<file path="config.mk">
export PLATFORM = sky130hd
export DESIGN_NAME = paddle_ctrl
export DESIGN_NICKNAME = d
export VERILOG_FILES = /design/src/rtl/paddle_ctrl.sv
export SDC_FILE = /design/constraint.sdc
export NUM_CORES = 1
export LEC_CHECK = 0
export ABC_CLOCK_PERIOD_IN_PS = 6350
export BUFFER_PORTS_ARGS = -buffer_cell sky130_fd_sc_hd__buf_2
export CORE_MARGIN = 2
export CORE_UTILIZATION = 50
export CTS_CLUSTER_DIAMETER = 100
export DETAILED_ROUTE_END_ITERATION = 10
export HOLD_SLACK_MARGIN = 0.05
export MAX_ROUTING_LAYER = met4
export PLACE_DENSITY_LB_ADDON = 0.2
export SYNTH_ARGS = -nofsm -noshare
export SYNTH_HDL_FRONTEND = slang
export SYNTH_SLANG_ARGS = --single-unit
</file>
<file path="constraint.sdc">
create_clock -name vga_clk -period 6.35 [get_ports vga_clk]
set_input_delay 1.905 -clock vga_clk [delete_from_list [all_inputs] [get_ports vga_clk]]
set_output_delay 1.905 -clock vga_clk [all_outputs]
set_load 0.02 [all_outputs]
</file>
<file path="src/rtl/paddle_ctrl.sv">
// paddle_ctrl
//   Turns four raw paddle push-buttons into the top-edge y coordinates of the
//   left and right paddles. Keys are synchronised and debounced. Movement
//   happens once per movement tick, is STEP pixels per tick, and is clamped
//   to [Y_MIN, Y_MAX]. After every point both paddles re-centre and stay
//   frozen for HOLD_TICKS movement ticks.
//
// Ports
//   vga_clk     in   pixel clock, the only clock
//   sys_rst_n   in   asynchronous active-low reset
//   start       in   game enable, low forces IDLE with centred paddles
//   guiwei      in   one-cycle pulse on each point scored
//   key_up0_n   in   left paddle up button, raw, active-low
//   key_dn0_n   in   left paddle down button, raw, active-low
//   key_up1_n   in   right paddle up button, raw, active-low
//   key_dn1_n   in   right paddle down button, raw, active-low
//   padbody_y0  out  left paddle top y
//   padbody_y1  out  right paddle top y
//   frozen      out  high while keys are ignored (IDLE or HOLD)
module paddle_ctrl #(
   parameter int V_DISP     = 480,
   parameter int SLDE_W     = 10,
   parameter int BODY_L     = 60,
   parameter int STEP       = 2,
   parameter int MOVE_DIV   = 200000,
   parameter int DEB_CNT    = 250000,
   parameter int HOLD_TICKS = 32
) (
   input  logic       vga_clk,
   input  logic       sys_rst_n,
   input  logic       start,
   input  logic       guiwei,
   input  logic       key_up0_n,
   input  logic       key_dn0_n,
   input  logic       key_up1_n,
   input  logic       key_dn1_n,
   output logic [9:0] padbody_y0,
   output logic [9:0] padbody_y1,
   output logic       frozen
);

   localparam int DEB_W  = (DEB_CNT    > 1) ? $clog2(DEB_CNT)      : 1;
   localparam int DIV_W  = (MOVE_DIV   > 1) ? $clog2(MOVE_DIV)     : 1;
   localparam int HOLD_W = $clog2(HOLD_TICKS + 1);

   localparam logic [10:0] Y_CTR  = 11'(V_DISP / 2 - BODY_L / 2);
   localparam logic [10:0] Y_MIN  = 11'(SLDE_W);
   localparam logic [10:0] Y_MAX  = 11'(V_DISP - SLDE_W - BODY_L);
   localparam logic [10:0] STEP_Y = 11'(STEP);

   localparam logic [DEB_W-1:0]  DEB_LAST  = DEB_W'(DEB_CNT - 1);
   localparam logic [DIV_W-1:0]  DIV_LAST  = DIV_W'(MOVE_DIV - 1);
   localparam logic [HOLD_W-1:0] HOLD_LOAD = HOLD_W'(HOLD_TICKS);
   localparam logic [HOLD_W-1:0] HOLD_ONE  = HOLD_W'(1);

   typedef enum logic [1:0] {
      ST_IDLE = 2'd0,
      ST_RUN  = 2'd1,
      ST_HOLD = 2'd2
   } state_t;

   // One tick of movement for a paddle. Pressed means 0; both or neither
   // pressed leaves the position alone. Clamping is done before the subtract
   // so the 11-bit value never wraps.
   function automatic logic [10:0] move_y(input logic [10:0] y,
                                          input logic        up_n,
                                          input logic        dn_n);
      logic [10:0] r;
      r = y;
      if (!up_n && dn_n)
         r = (y >= Y_MIN + STEP_Y) ? y - STEP_Y : Y_MIN;
      else if (up_n && !dn_n)
         r = (y + STEP_Y <= Y_MAX) ? y + STEP_Y : Y_MAX;
      return r;
   endfunction

   // Key bit order: 0 up0, 1 dn0, 2 up1, 3 dn1
   logic [3:0]       key_raw;
   logic [3:0]       sync1, sync2, deb;
   logic [DEB_W-1:0] deb_cnt [4];

   logic [DIV_W-1:0]  div_cnt;
   logic              tick;

   state_t            state_q, state_d;
   logic [HOLD_W-1:0] hold_q, hold_d;
   logic [9:0]        y0_q, y0_d, y1_q, y1_d;
   logic              frozen_q;

   assign key_raw = {key_dn1_n, key_up1_n, key_dn0_n, key_up0_n};

   // Synchroniser and debounce: a change is accepted only after the synced
   // value has differed from the debounced value for DEB_CNT edges in a row.
   always_ff @(posedge vga_clk or negedge sys_rst_n) begin
      if (!sys_rst_n) begin
         sync1 <= 4'hF;
         sync2 <= 4'hF;
         deb   <= 4'hF;
         for (int i = 0; i < 4; i++) deb_cnt[i] <= '0;
      end else begin
         sync1 <= key_raw;
         sync2 <= sync1;
         for (int i = 0; i < 4; i++) begin
            if (sync2[i] == deb[i]) begin
               deb_cnt[i] <= '0;
            end else if (deb_cnt[i] == DEB_LAST) begin
               deb[i]     <= sync2[i];
               deb_cnt[i] <= '0;
            end else begin
               deb_cnt[i] <= deb_cnt[i] + 1'b1;
            end
         end
      end
   end

   // Free-running movement tick divider, active in every state
   always_ff @(posedge vga_clk or negedge sys_rst_n) begin
      if (!sys_rst_n)
         div_cnt <= '0;
      else if (div_cnt == DIV_LAST)
         div_cnt <= '0;
      else
         div_cnt <= div_cnt + 1'b1;
   end

   assign tick = (div_cnt == DIV_LAST);

   always_ff @(posedge vga_clk or negedge sys_rst_n) begin
      if (!sys_rst_n) begin
         state_q  <= ST_IDLE;
         hold_q   <= '0;
         y0_q     <= Y_CTR[9:0];
         y1_q     <= Y_CTR[9:0];
         frozen_q <= 1'b1;
      end else begin
         state_q  <= state_d;
         hold_q   <= hold_d;
         y0_q     <= y0_d;
         y1_q     <= y1_d;
         frozen_q <= (state_d != ST_RUN);
      end
   end

   // A point (guiwei) wins over a coincident tick; start=0 wins over all.
   always_comb begin
      state_d = state_q;
      hold_d  = hold_q;
      y0_d    = y0_q;
      y1_d    = y1_q;
      if (!start) begin
         state_d = ST_IDLE;
         hold_d  = '0;
         y0_d    = Y_CTR[9:0];
         y1_d    = Y_CTR[9:0];
      end else begin
         case (state_q)
            ST_IDLE: state_d = ST_RUN;
            ST_RUN: begin
               if (guiwei) begin
                  state_d = ST_HOLD;
                  hold_d  = HOLD_LOAD;
                  y0_d    = Y_CTR[9:0];
                  y1_d    = Y_CTR[9:0];
               end else if (tick) begin
                  y0_d = 10'(move_y({1'b0, y0_q}, deb[0], deb[1]));
                  y1_d = 10'(move_y({1'b0, y1_q}, deb[2], deb[3]));
               end
            end
            ST_HOLD: begin
               if (guiwei) begin
                  hold_d = HOLD_LOAD;
                  y0_d   = Y_CTR[9:0];
                  y1_d   = Y_CTR[9:0];
               end else if (tick) begin
                  if (hold_q == HOLD_ONE)
                     state_d = ST_RUN;
                  else
                     hold_d = hold_q - 1'b1;
               end
            end
            default: begin
               state_d = ST_IDLE;
               hold_d  = '0;
            end
         endcase
      end
   end

   assign padbody_y0 = y0_q;
   assign padbody_y1 = y1_q;
   assign frozen     = frozen_q;

endmodule

</file>
# Yosys cells after proc, flatten, opt, wreduce, memory -nomap -nowiden
# Index checks and enable logic that the tools add are counted.
# word_totals
output_inout_bits,21
register_bits,131
inputBits,8
word_cells,110
# op_classes
n_lt_le_gt_ge,4
bitwise_logic,4
n_reduce_logical,16
muxes,38
addsub,10
n_eq_ne,22
# op_table
cell,n
18-bit two-way mux,9
10-bit two-way mux,15
"18-bit by 1-bit adder with 18-bit output, second input constant",5
"18-bit == test, second input constant",5
10-bit case mux with 2 select lines,2
6-bit two-way mux,5
"10-bit by 2-bit adder with 11-bit output, second input constant",2
"11-bit by 9-bit less-or-equal comparator with 1-bit output, second input constant",2
"10-bit by 4-bit >= comparator with 1-bit output, second input constant",2
"10-bit by 2-bit subtractor with 10-bit output, second input constant",2
6-bit case mux with 3 select lines,1
"4-bit inequality test, second input constant",3
4-bit AND reduction,3
2-bit two-way mux,5
"5-bit inequality test, second input constant",2
2-bit AND reduction,4
"6-bit by 1-bit == test with 1-bit output, second input constant",1
"3-bit inequality test, second input constant",2
2-bit case mux with 3 select lines,1
"6-bit by 1-bit subtractor with 6-bit output, second input constant",1
1-bit == test,4
1-bit logical AND,4
1-bit zero test,4
1-bit NOT,4
6 further kinds,6

# Longest topological paths before layout
# Gate-level depths: netlist of run 1.
# depth
depth_word,9
depth_mapped,11
ltp_nobuf,9

# Worst setup path before layout of run 1
# No wires, ideal clock.
# synth_path
kind,in2reg
start,in start
end,"reg y0_q[5], in the netlist padbody_y0[5]"
arrival_ns,3.752
n_path_buf,2
slack_ns,2.520
path_stages,8
path_cell_list,buf_2 -> nor3b_1 -> nand2_1 -> or4_1 -> clkbuf_1 -> nor3_1 -> nor3b_1 -> o21bai_1
# synth_between
elab_chain_cells,2
word_cells_on_any_way,6
# synth_lines
item,line_no,rtl
from (decl),31,"input logic start,"
5-bit inequality test (no source line) (tied with other cells),-,
4-bit AND reduction (no source line),-,
to (signal assigned),132,y0_q <= Y_CTR[9:0];
to (signal assigned),138,y0_q <= y0_d;
to (decl),87,"logic [9:0] y0_q, y0_d, y1_q, y1_d;"
# Several ways; a longest one is shown, not always the timed one.
# A chain may end at the register's enable or synchronous reset.

# Final worst setup path of run 1
# Ends and elaborated chain as after synthesis.

==> flow_summary.toml, run 1 <==
[synthesis]
synth_warnings = 0
netlist_instances = 771
synthMuxAreaShare = 0.00779
seq_area_frac_synth = 0.461
ys.flop_type = "dfrtp_1"
synth-seq-cells = 129
async_flop_share = 1.00
synth-xor-area-share = 0.110
avgSynthCellArea_sq_um = 9.16
netlist_area_sq_um = 7070
synthSimpleGateAreaFrac = 0.245
synthDistinctLibCells = 69
synth_top_area_cell = "dfrtp_1"
synth_edf_count = 0
synth.area.top_cells = "dfrtp_1 38%, dfstp_2 7.8%, nor2_1 6.6%"
synth_top_family_by_area = "simple AND/OR/NAND/NOR gates"
synth_fa_ha_area_frac = 0.0336
synth_top_area_frac = 0.383
synth_compound_area_frac = 0.111

[flow_run]
drv_cap = 0

[sta]
worst_slew_pin_slew_ns = 1.01
period_needed_ns = 3.79
setup_viol = 0
finalHoldViolCount = 0
rsz0062_at_grt = "no"
slew_viol_final = 0
fin_crit_sh = 0.597
skew_ns = 0.00998
fin_setup_tns_ns = 0
worst_slew_margin_rel = 0.325
fmax_mhz = 264

[clock_tree]
clock-sinks = 129
ctsResizeCount = 0
tritoncts = "done"
cts_buffers = 17
ctsHtreeMaxLevel = 4
cts_setup_buffers = 0
clock_latency_ns = 0.42
clkTransAtPathRegs_ns = 0.06
clockBufferDepth = 2
cts_root_buf = "clkbuf_16"
holdBufCountCts = 0

[placement]
hpwl_um = 10400
gp_congestion = 0.851
numPortBuffers = 26

[power]
p_total_uw = 1830
power.leakage_uw = 0.00320
powerDensity_nw_per_um2 = 233
ir_worst_vdd_v = 0.000195

[floorplan]
die_h_um = 123
fp.dieArea_sq_um = 15100
num_rows = 43
core-area_sq_um = 13800
die_w_um = 123
start_util = 0.511
io_pins = 29

[status]
status = "completed"

[worst_setup_path]
critical_path.most_common_cell = "nor3b_1"
crit_end = "padbody_y0[5]"
worst_setup_path_start_kind = "input pin"
endpoint_kind = "register"
cp_top_family = "simple AND/OR/NAND/NOR gates"
cp_max_fo = 10
cp.depth = 7
arrival_ns = 4.13
crit_start = "start"
rr_startpoint = "div_cnt[6]"
worstRegToRegCells = 8
r2r_setup_slack_ns = 3.23
worstPathRequired_ns = 6.69
worstSetupPathType = "in2reg"
slowest_stage = "nor3b_1"
reg2reg_to = "padbody_y0[6]"
cp_cell_sequence = "buf_2, nor3b_1, nand2_1, or4_1, nor3_1, nor3b_1, o21bai_1"
cp_num_buf_inv = 1
cpPeakStageDelay_ns = 0.66

[grt]
grt_pass1_vias = 5532
grtUsageTotal = 0.223
grt_pass1_wl_um = 26100
antenna_found_initial = 0
grt_max_degree = 81
grt_overflow = 0

[cells_and_area]
diodes = 0
final_nets = 816
syn_to_final_growth_pct = 11.5
layout-drive-gt1-share = 0.121

[drt]
firstDrtPassIters = 4
wire_per_inst_um = 15.2
drtIter0Drc = 423
final_antenna_net_count = 0
drt_wl_total_um = 14900
post-route-drc-count = 0
vias = 5626
vias_per_cell = 5.73

[hold_path]
hp-class = "reg2reg"
synth_stat cells, drive strengths merged (21+ instances only):
library cell / count
a21oi: 28
clkbuf: 22
dfrtp: 108
dfstp: 21
inv: 26
nand2: 53
nand3: 51
nand4: 23
nor2: 124
nor3: 22
o21ai: 32
xnor2: 42
xor2: 47
metrics by stage:
stage                     area (sq um)  setup slack (ns)  utilization  std cells  hold slack, ns
final                             7880              2.56        0.570        982           0.350
after global placement            7320              2.18        0.529        950           0.346
after detailed placement          7320              2.15        0.529        950           0.347
after floorplan                   7070              2.52            -        772           0.345
after global routing              7880              2.22        0.570        982           0.359
after CTS                         7880              2.59        0.570        982           0.352
worst min path at each step:
stage                     slack (ns)  cells after the start        to      from
after floorplan                 0.35                      0  sync2[0]  sync1[0]
after global placement          0.35                      0  sync2[1]  sync1[1]
after detailed placement        0.35                      0  sync2[3]  sync1[3]
after CTS                       0.35                      0  sync2[2]  sync1[2]
after global routing            0.36                      0  sync2[2]  sync1[2]
final                           0.35                      0  sync2[2]  sync1[2]
state kept, by name, summed over array words and instances, names as in the netlist:
signal      flops
sync2           4
padbody_y1      9
div_cnt        18
padbody_y0      9
frozen          1
sync1           4
state_q         2
deb             4
hold_q          6
deb_cnt        72
cells by family (layout without fill, tap and decap cells):
family | count (synthesis) | after routing
adder cells (fa/ha/maj) | 19 | 19
XOR/XNOR | 89 | 89
multiplexers | 5 | 5
AO/OA/AOI/OAI | 120 | 120
other | 1 | 2
flip-flops | 129 | 129
buffers and inverters | 56 | 86
AND/OR/NAND/NOR | 352 | 352
cell type report:
type	count	area (sq um)
multi-input cells	587	3590
clock inverters	15	138
fillers	1187	5950
flip-flops and latches	129	3250
inverters	26	97.6
repair buffers	28	148
clock buffers	17	425
well taps	180	225
routing by layer:
layer	GRT usage	wire length (um)
met5	-	0
met4	0.0711	214
met3	0.0497	550
met2	0.348	7170
met1	0.289	6980
worst register-to-register path: cells and delay by family (launching register included):
| kind | cells | cell delay [ns] |
|---|---|---|
| flops | 1 | 0.44 |
| buf+inv | 1 | 0.27 |
| simple gates | 3 | 1.28 |
| compound gates | 4 | 1.05 |
cell usage in the layout, fill, tap and decap left out, types with 4 or more instances in the layout:
| cell | n |
|---|---|
| xnor2_1 | 42 |
| nand3_1 | 51 |
| o31ai_1 | 8 |
| buf_2 | 25 |
| a31oi_1 | 4 |
| nor2b_1 | 6 |
| clkbuf_16 | 17 |
| nand2b_1 | 6 |
| ha_1 | 19 |
| a21boi_0 | 4 |
| and3_1 | 9 |
| or2_2 | 5 |
| xor2_1 | 47 |
| clkinvlp_4 | 6 |
| nand2_1 | 53 |
| nor3b_1 | 6 |
| nand4_1 | 23 |
| nor4_1 | 17 |
| or4_1 | 5 |
| nor3_1 | 22 |
| or3_1 | 7 |
| dfrtp_1 | 108 |
| inv_1 | 26 |
| o21a_1 | 9 |
| a21oi_1 | 28 |
| mux2_2 | 4 |
| dfstp_2 | 21 |
| nor4b_1 | 4 |
| nor2_1 | 124 |
| o21ai_0 | 31 |
power by group:
part	internal, uW	total [uW]	switching (uW)
sequential	836	846	9.54
clock	540	917	376
combinational	18.9	69.3	50.5
total	1400	1830	436
Power figures use the tool's default switching activity.
==> run 2: changes to the inputs <==
--- a/config.mk
+++ b/config.mk
@@ -5,7 +5,7 @@
 export SDC_FILE = /design/constraint.sdc
 export NUM_CORES = 1
 export LEC_CHECK = 0
-export ABC_CLOCK_PERIOD_IN_PS = 6350
+export ABC_CLOCK_PERIOD_IN_PS = 3400
 export BUFFER_PORTS_ARGS = -buffer_cell sky130_fd_sc_hd__buf_2
 export CORE_MARGIN = 2
 export CORE_UTILIZATION = 50
==> constraint.sdc (replaced) <==
create_clock -name vga_clk -period 3.4 [get_ports vga_clk]
set_input_delay 1.02 -clock vga_clk [delete_from_list [all_inputs] [get_ports vga_clk]]
set_output_delay 1.02 -clock vga_clk [all_outputs]
set_load 0.02 [all_outputs]
==> run 2 against run 1 <==
  * Worst hold slack improved by 0.0044 ns
  * Die area unchanged
  * Critical path type is now reg2reg
  * Global-route usage down 0.39 points
  * Sequential power up 87%
  * Cell count rose by 0.71%
  * Flip-flop and latch count unchanged
==> flow_summary.toml, run 2 (synthesized netlist as in run 1, its figures left out) <==
[power]
power.leakage_uw = 0.00328
ir_worst_vdd_v = 0.000357
powerDensity_nw_per_um2 = 444

[drt]
final_antenna_net_count = 0
post-route-drc-count = 0
vias = 5620
vias_per_cell = 5.68
drtIter0Drc = 400
firstDrtPassIters = 4
wire_per_inst_um = 14.9
drt_wl_total_um = 14700

[floorplan]
io_pins = 29
start_util = 0.511
die_w_um = 123
fp.dieArea_sq_um = 15100
die_h_um = 123
num_rows = 43
core-area_sq_um = 13800

[grt]
grt_pass1_vias = 5450
grtUsageTotal = 0.219
grt_max_degree = 45
grt_pass1_wl_um = 25500
grt_overflow = 0
antenna_found_initial = 0

[worst_setup_path]
worstRegToRegCells = 8
worst_setup_path_start_kind = "register"
arrival_ns = 3.17
worstPathRequired_ns = 3.69
cp_max_fo = 11
slowest_stage = "a2111oi_0"
cp_cell_sequence = "ha_1, nand3_1, nor3b_1, o21bai_1, a2111oi_0, nor3_1, nor3b_1, o21bai_1"
cpPeakStageDelay_ns = 0.70
endpoint_kind = "register"
worstSetupPathType = "reg2reg"

[sta]
fmax_mhz = 348
slew_viol_final = 0
rsz0062_at_grt = "no"
fin_setup_tns_ns = 0
whs_ns = 0.355
worst_slew_pin_slew_ns = 0.763
period_needed_ns = 2.88
fin_crit_sh = 0.846
finalHoldViolCount = 0
worst_slew_margin_rel = 0.478
setup_viol = 0
skew_ns = 0.00945

[cells_and_area]
final_nets = 823
diodes = 0
finish.instance_area_sq_um = 7990
largest_reg_flops = 72
layout_commonest_cell = "nor2_1"
final_util = 0.578
largestRegisters = "deb_cnt x72, div_cnt x18"
top_register = "deb_cnt"
layout-drive-gt1-share = 0.125
layout_common_cells = "124 x nor2_1, 108 x dfrtp_1, 53 x nand2_1"
syn_to_final_growth_pct = 13.1

[clock_tree]
ctsHtreeMaxLevel = 4
clock_latency_ns = 0.41
clkTransAtPathRegs_ns = 0.06
cts_root_buf = "clkbuf_16"
holdBufCountCts = 0
tritoncts = "done"
clock-sinks = 129
clockBufferDepth = 2
cts_setup_buffers = 0
cts_buffers = 17
ctsResizeCount = 0

[placement]
gp_congestion = 0.938
numPortBuffers = 26
hpwl_um = 10200
placement.cell_area_sq_um = 7390

[flow_run]
drv_cap = 0

[status]
status = "completed"

[hold_path]
min_path_cells = 0
hp-class = "reg2reg"
[run 2: cell count changes in the layout (fill, tap and decap cells not counted), sizes merged]
cell      before  now
clkinvlp       6    2
bufinv         1    3
buf           28   35
clkbuf        17   22
inv           29   26
[run 2: critical path: cells and delay by family (launching register included)]
kind            cells  cell delay, ns
fa+ha+maj           1            0.26
flops               1            0.62
compound gates      3            0.98
simple gates        4            0.90
[run 2: final cells by class]
type                    instances  area (sq um)
multi-input cells             587          3590
fillers                      1241          5840
flip-flops and latches        129          3250
inverters                      26          97.6
clock inverters                10           134
well taps                     180           225
repair buffers                 35           225
clock buffers                  22           464
[run 2: power breakdown]
| group | internal, uW | leakage, uW | switching [uW] |
|---|---|---|---|
| logic | 43.9 | 0.00129 | 95.3 |
| registers | 1560 | 0.00170 | 17.1 |
| clock network | 1190 | 0.000290 | 641 |
[run 2: final timing paths]
check	startpoint	end	slack, ns
worst max-delay path	padbody_y0[1]	padbody_y0[5]	0.52
worst min-delay path	sync1[2]	sync2[2]	0.35
worst max register to register	padbody_y0[1]	padbody_y0[5]	0.52
worst min register to register	sync1[2]	sync2[2]	0.35
max in group asynchronous	sys_rst_n	deb[0]	2.04
min in group asynchronous	sys_rst_n	deb_cnt[34]	0.62
[run 2: metrics by stage]
step                std cells  setup slack (ns)  total power, uW
floorplan                 772             0.455             1680
global placement          957             0.500             1740
detailed placement        957             0.405             1750
CTS                       989             0.544             3590
global route              989             0.222             3690
finish                    989             0.525             3550
[run 2: per-layer routing]
layer | vias to the layer above | global-route usage | share of wire
met5 | - | - | 0
met4 | 0 | 0.0740 | 0.016
met3 | 18 | 0.0488 | 0.042
met2 | 120 | 0.342 | 0.48
met1 | 2743 | 0.282 | 0.46
li1 | 2739 | - | -
